==> config.mk <==
export PLATFORM = sky130hd
export DESIGN_NAME = add_n_bit_signed_serial
export DESIGN_NICKNAME = d
export VERILOG_FILES = /design/src/rtl/add_n_bit_signed_serial_pkg.sv /design/src/rtl/add_n_bit_signed_serial_fa.sv /design/src/rtl/add_n_bit_signed_serial.sv
export SDC_FILE = /design/constraint.sdc
export NUM_CORES = 1
export LEC_CHECK = 0
export ABC_AREA = 1
export CAP_MARGIN = 20
export CORE_UTILIZATION = 50
export CTS_CLUSTER_DIAMETER = 30
export DETAILED_ROUTE_END_ITERATION = 6
export HOLD_SLACK_MARGIN = 0.08
export PLACE_DENSITY = 0.77
export SYNTH_ARGS = -nofsm -noshare
export SYNTH_HDL_FRONTEND = slang
export SYNTH_SLANG_ARGS = --single-unit
==> constraint.sdc <==
create_clock -name clk -period 1.5 [get_ports clk]
set_input_delay 0.3 -clock clk [delete_from_list [all_inputs] [get_ports clk]]
set_output_delay 0.3 -clock clk [all_outputs]
set_load 0.05 [all_outputs]
==> src/rtl/add_n_bit_signed_serial_pkg.sv <==
// Shared ALU package for the bit-serial signed adder.
// Contents:
//   IDLE/RUN/DONE   state encodings, also wrapped in the state_e enum
//   clog2           ceiling log2, never less than 1, used to size the bit counter
package add_n_bit_signed_serial_pkg;

  localparam logic [1:0] IDLE = 2'd0;
  localparam logic [1:0] RUN  = 2'd1;
  localparam logic [1:0] DONE = 2'd2;

  typedef enum logic [1:0] {
    StIdle = IDLE,
    StRun  = RUN,
    StDone = DONE
  } state_e;

  // Ceiling log2. The result is at least 1, so a counter is never zero bits wide.
  function automatic int unsigned clog2(input int unsigned value);
    int unsigned w;
    w = 0;
    while ((32'd1 << w) < value) begin
      w++;
    end
    return (w == 0) ? 1 : w;
  endfunction

endpackage

==> src/rtl/add_n_bit_signed_serial_fa.sv <==
// Single-bit full adder: the one arithmetic slice the serial adder reuses on every bit.
// Ports:
//   a, b   addend bits
//   cin    carry in
//   s      sum bit
//   cout   carry out (majority of a, b, cin)
module full_adder_1bit (
  input  logic a,
  input  logic b,
  input  logic cin,
  output logic s,
  output logic cout
);

  assign s    = a ^ b ^ cin;
  assign cout = (a & b) | (a & cin) | (b & cin);

endmodule

==> src/rtl/add_n_bit_signed_serial.sv <==
// Bit-serial signed adder: result = a + b at full precision (n+1 bits, cannot overflow).
// One full-adder slice works through the sign-extended operands LSB first, one bit per edge.
// Ports:
//   clk      rising-edge clock
//   rst      asynchronous active-high reset
//   enable   unit enable; low freezes RUN and makes IDLE ignore start
//   start    job request, accepted in IDLE when enable is high
//   a, b     signed n-bit operands, captured on the accepting edge
//   busy     high in RUN and DONE
//   valid    one-cycle pulse while result holds a new sum
//   result   signed n+1-bit sum, held until the next job finishes
module add_n_bit_signed_serial
  import add_n_bit_signed_serial_pkg::*;
#(
  parameter int unsigned n = 4
) (
  input  logic                clk,
  input  logic                rst,
  input  logic                enable,
  input  logic                start,
  input  logic signed [n-1:0] a,
  input  logic signed [n-1:0] b,
  output logic                busy,
  output logic                valid,
  output logic signed [n:0]   result
);

  localparam int unsigned CntW = clog2(n + 1);

  state_e          state_q, state_d;
  logic [n:0]      op_a_q, op_a_d;
  logic [n:0]      op_b_q, op_b_d;
  logic [n:0]      sum_q, sum_d;
  logic [n:0]      result_q, result_d;
  logic            carry_q, carry_d;
  logic [CntW-1:0] count_q, count_d;

  logic fa_s;
  logic fa_cout;

  full_adder_1bit u_fa (
    .a    (op_a_q[0]),
    .b    (op_b_q[0]),
    .cin  (carry_q),
    .s    (fa_s),
    .cout (fa_cout)
  );

  always_comb begin
    state_d  = state_q;
    op_a_d   = op_a_q;
    op_b_d   = op_b_q;
    sum_d    = sum_q;
    result_d = result_q;
    carry_d  = carry_q;
    count_d  = count_q;

    unique case (state_q)
      StIdle: begin
        if (start && enable) begin
          state_d = StRun;
          // Sign extension to n+1 bits is what makes the sum exact.
          op_a_d  = {a[n-1], a};
          op_b_d  = {b[n-1], b};
          carry_d = 1'b0;
          count_d = '0;
        end
      end
      StRun: begin
        if (enable) begin
          carry_d = fa_cout;
          op_a_d  = op_a_q >> 1;
          op_b_d  = op_b_q >> 1;
          // Sum bits enter at the MSB, so after n+1 shifts bit 0 sits at the LSB.
          sum_d   = {fa_s, sum_q[n:1]};
          count_d = count_q + 1'b1;
          if (count_q == CntW'(n)) begin
            state_d  = StDone;
            result_d = {fa_s, sum_q[n:1]};
          end
        end
      end
      StDone: begin
        state_d = StIdle;
      end
      default: begin
        state_d = StIdle;
      end
    endcase
  end

  always_ff @(posedge clk or posedge rst) begin
    if (rst) begin
      state_q  <= StIdle;
      op_a_q   <= '0;
      op_b_q   <= '0;
      sum_q    <= '0;
      result_q <= '0;
      carry_q  <= 1'b0;
      count_q  <= '0;
    end else begin
      state_q  <= state_d;
      op_a_q   <= op_a_d;
      op_b_q   <= op_b_d;
      sum_q    <= sum_d;
      result_q <= result_d;
      carry_q  <= carry_d;
      count_q  <= count_d;
    end
  end

  assign busy   = (state_q != StIdle);
  assign valid  = (state_q == StDone);
  assign result = result_q;

endmodule

# Word-level counts from Yosys, hierarchy flattened
# Index checks and enable logic that the tools add are counted.
[totals] reg_bits=26 out_inout_bits=7 wordCells=45
[op_classes] add_sub_neg=1 eq_ne=6 muxes=16 bitwise=7 reduce_logical=8
[op_table] op="2-to-1 mux 5 bit" n=4
[op_table] op="case mux 5 bit (2 select lines)" n=2
[op_table] op="AND reduction 3 bit" n=3
[op_table] op="2-to-1 mux 2 bit" n=3
[op_table] op="2-to-1 mux 3 bit" n=2
[op_table] op="inequality test 2 bit, second input constant" n=3
[op_table] op="case mux 3 bit (2 select lines)" n=1
[op_table] op="case mux 2 bit (2 select lines)" n=1
[op_table] op="nonzero test 2 bit" n=2
[op_table] op="adder 3 x 1 -> 3 bit, second input constant" n=1
[op_table] op="AND 1 bit" n=3
[op_table] op="== test 3 bit, second input constant" n=1
[op_table] op="== test 2 x 1 -> 1 bit, second input constant" n=1
[op_table] op="== test 2 bit, second input constant" n=1
[op_table] op="logical NOT 2 bit" n=1
[op_table] op="2-to-1 mux 1 bit" n=2
[op_table] op="OR 1 bit" n=2
[op_table] op="case mux 1 bit (2 select lines)" n=1
[op_table] op="AND reduction 2 bit" n=1
[op_table] op="XOR 1 bit" n=2
[op_table] op="logical AND 1 bit" n=1

# Longest topological paths before layout
[logic_depth] word_depth=5 ltp_mapped=7 ltp_nobuf=7

# Hierarchy
# Synthesis repeated with hierarchy kept, for this count alone.
[hier_totals] cells_unflattened=148 area_unflattened_um2=1192.4
[by_module_without_submodules] module="add_n_bit_signed_serial" instances=1 cells_each=147 area_each_um2=1172.4 seq_area_each_um2=625.6
[by_module_without_submodules] module="full_adder_1bit" instances=1 cells_each=1 area_each_um2=20.0 seq_area_each_um2=0.0

# Least setup slack after synthesis
# Ideal clock, no wire load.
[synth_timing] path_kind="reg2out" start="register state_q[0]" end="output port valid" t_arrival_ns=1.256 t_required_ns=1.200 setup_slack_ns=-0.056 stages_incl_launch_ff=3 n_path_buf=1 cell_sequence="dfrtp_1 > buf_2 > nor2_1"
[synth_between] elab_chain_len=1
[synth_rtl] item="start: declaration" line_no="add_n_bit_signed_serial.sv:30" rtl="state_e state_q, state_d;"
[synth_rtl] item="start signal: assignment" line_no="add_n_bit_signed_serial.sv:94" rtl="state_q <= StIdle;"
[synth_rtl] item="start signal: assignment" line_no="add_n_bit_signed_serial.sv:102" rtl="state_q <= state_d;"
[synth_rtl] item="== test 2 bit" line_no="add_n_bit_signed_serial.sv:113" rtl="assign valid = (state_q == StDone);"
[synth_rtl] item="end: declaration" line_no="add_n_bit_signed_serial.sv:24" rtl="output logic valid,"
# Every way passes these cells.

# Final worst setup path
[layout_timing] start="register state_q[1]" end="output port valid"
# Same word-level chain as after synthesis.

==> summary.txt <==
Clock network
  – Sinks on Clock Net: 25
  – Post-cts hold buffer count: 0
  – Worst-Skew Late Latency: 320 ps
  – Clock root buffer master: clkbuf_4
  – Clock buffer count from CTS: 3
  – Max clock buf depth: 2
  – Deepest level of the CTS H-tree: 1
  – Clock tree from TritonCTS: yes
  – Clock slew seen by the registers of the worst setup and hold paths: 140 ps

Placement
  – DP HPWL: 1940 um
  – Buffers added on ports: 18
  – Post-Place Cell Area: 1540 um^2
  – Routability congestion estimate from global placement: 0.779
  – Pre-CTS WS: -45.9 ps

Floorplan
  – Die Footprint: 2620 um^2
  – I/O pin cnt: 19
  – Area of the core: 2250 um^2
  – Number of core rows: 17
  – Initial Utilization: 53.7%
  – Die boundary width: 51.2 um
  – Die Ht: 51.2 um

STA
  – Min setup slack post-route: 18.0 ps
  – Clock Skews: 3.03 ps
  – Transition at the pin with the smallest max-transition slack: 350 ps
  – Number of setup violations in the final report: 0
  – Tcrit/Tclk final: 98.8%
  – Max-slew headroom at the worst pin: 76.6%
  – Final hold violation count: 0
  – Number of pins with negative max-slew slack in the final report: 0
  – Fin Setup TNS: 0 ps
  – Setup repair after global routing missed its margin: true
  – Final critical path time including I/O delays and setup: 1480 ps
  – Peak Freq: 675 MHz

Critical path
  – Maximum net fanout on the critical path: 9
  – Critical Path Source Type: flip-flop
  – Endpoint kind of the worst setup timing path: primary output
  – Critical path start-end classification: reg2out
  – Data required time at the worst endpoint: 1200 ps
  – Crit path DAT: 1180 ps

Cells and area
  – Layout cell share with drive strength beyond 1: 18.6%
  – Net count reported at finish: 199
  – Core utilization of the finished layout: 71.6%
  – Final non-filler cell area: 1620 um^2
  – Ant diodes: 0
  – Filler Cells Inserted: 177
  – Layout overhead on the synthesized area: 33.4%

GRT
  – Initial antenna violation count: 0
  – Total track usage: 23.7%
  – Wire length of the first global-routing pass: 4570 um
  – Remaining Overflow, GRT: 0
  – Number of global-route vias before repair: 1115
  – Maximum number of pins on one net before global-route repair: 26

Logic synthesis
  – Distinct cell type count after synthesis: 15
  – Synth Cell Area: 1210 um^2
  – Count of yosys warnings during synthesis: 0
  – Post-Synthesis Mean Instance Area: 7.92 um^2
  – Post-synthesis sequential area ratio: 51.7%
  – Synthesized Nets: 168
  – Synthesized netlist cell count: 153
  – Flops & latches, synth: 25

Pwr
  – Power density over the cells: 1900 nW/um^2
  – Internal portion of total power: 1.72 mW
  – Total Power: 3.07 mW
  – Switching fraction of total power: 43.9%
  – Standby leakage power: 0.861 nW
  – Combinational Power Share: 51.8%
  – Proportion of power drawn by the clock network: 10.5%
  – Max rail drop VDD: 1.25 mV
  – Switching power: 1.35 mW
  – Part of the power in registers: 37.8%

Route
  – Starting DRT DRC Count: 34
  – Antenna violation net count after detailed routing: 0
  – First drt pass iteration count: 4
  – Post-route DRC violation count: 0
  – Wirelength, routed: 2760 um
  – Total vias in the final route: 1123
  – Routed vias/inst: 5.32
  – Routed length per placed instance: 13.1 um

Run status
  – Status: completed

Run
  – Max-cap violations: 0

Hold path
  – Kind of path behind the tightest hold check: in2async
==> cell usage after synthesis <==
master / number / share of area, %
buf_2: 5 / 2.1
buf_4: 1 / 0.62
dfrtp_1: 25 / 52
fa_1: 1 / 1.7
ha_1: 2 / 2.1
inv_1: 13 / 4.0
nand2_1: 63 / 20
nand2_2: 3 / 1.5
nand3_1: 24 / 9.9
nand3_2: 1 / 0.83
nand4_1: 2 / 1.0
nor2_1: 4 / 1.2
nor2_2: 1 / 0.52
o21ai_0: 2 / 0.83
o21ai_1: 6 / 2.5
==> what timing repair did <==
item / CTS / global route
setup endpoints to repair: 2 / 2
cloned: 0 / 0
gates resized for setup: 4 / 1
buffers inserted: 1 / 3
==> power by group through the flow <==
stage	logic [mW]	registers, mW	clock network, mW
4_1_cts	1.57	1.15	0.326
5_1_grt	1.73	1.19	0.350
3_3_place_gp	1.47	1.15	0
6_report	1.59	1.16	0.321
2_1_floorplan	0.771	1.29	0
3_5_place_dp	1.52	1.18	0
==> cells in the final DEF (no fill, tap or decap), types with 3 or more instances in the layout <==
cell type / netlist / routed
buf_12: 0 / 7
buf_4: 1 / 13
clkbuf_4: 0 / 3
clkdlybuf4s50_1: 0 / 11
dfrtp_1: 25 / 24
inv_1: 13 / 12
nand2_1: 63 / 63
nand2_2: 3 / 3
nand3_1: 24 / 24
o21ai_1: 6 / 6
==> metrics by stage <==
step                hold slack [ps]  cells
global route                    339    211
floorplan                       327    153
finish                          317    211
CTS                             319    208
detailed placement              494    203
global placement                467    203
==> routing by layer <==
layer,global-route usage [%],part of all wire [%]
met5,0,0
met4,8.11,0.94
met3,3.57,3.7
met2,43.9,51
met1,27.6,45
==> cells by family (layout without fill, tap and decap cells) <==
kind of cell / after synthesis / after routing / synth area share, %
AND/OR/NAND/NOR: 98 / 98 / 34.6
flip-flops: 25 / 25 / 51.7
buffers and inverters: 19 / 49 / 6.72
AO/OA/AOI/OAI: 8 / 8 / 3.31
adder cells (fa/ha/maj): 3 / 3 / 3.72
==> layout make-up <==
class                   instances  area [um^2]  area share, %
clock buffers                   3         22.5           1.39
clock inverters                 1         8.76          0.542
inverters                      13         48.8           3.02
multi-input cells             109          514           31.8
flip-flops and latches         25          627           38.8
well taps                      28         35.0           2.17
repair buffers                 32          359           22.2
==> path summary, 6_finish.rpt <==
path,endpoint,from,slack [ps],cells after the start
hold / removal,result[3]$_DFFE_PP0P_,rst,320,3
max in group asynchronous,state_q[0]$_DFFE_PP0P_,rst,930,3
min in group clk,sum_q[1]$_DFFE_PP0P_,sum_q[1]$_DFFE_PP0P_,530,2
setup / recovery,valid,state_q[1]$_DFFE_PP0P_,20,4
setup reg to reg,result[0]$_DFFE_PP0P_,state_q[1]$_DFFE_PP0P_,140,6
hold reg to reg,sum_q[1]$_DFFE_PP0P_,sum_q[1]$_DFFE_PP0P_,530,2
==> sequential cells by signal, summed over array words and instances (netlist names) <==
signal	cells
op_a_q	5
sum_q	4
carry_q	1
count_q	3
op_b_q	5
state_q	2
result	5
==> worst max-delay path, cell delays in order (launching register included) <==
cell and delay, ps:
dfrtp_1 410, inv_2 70, buf_6 140, nor2_4 100, buf_12 140
No activity file was read; power rests on OpenSTA's default activity.
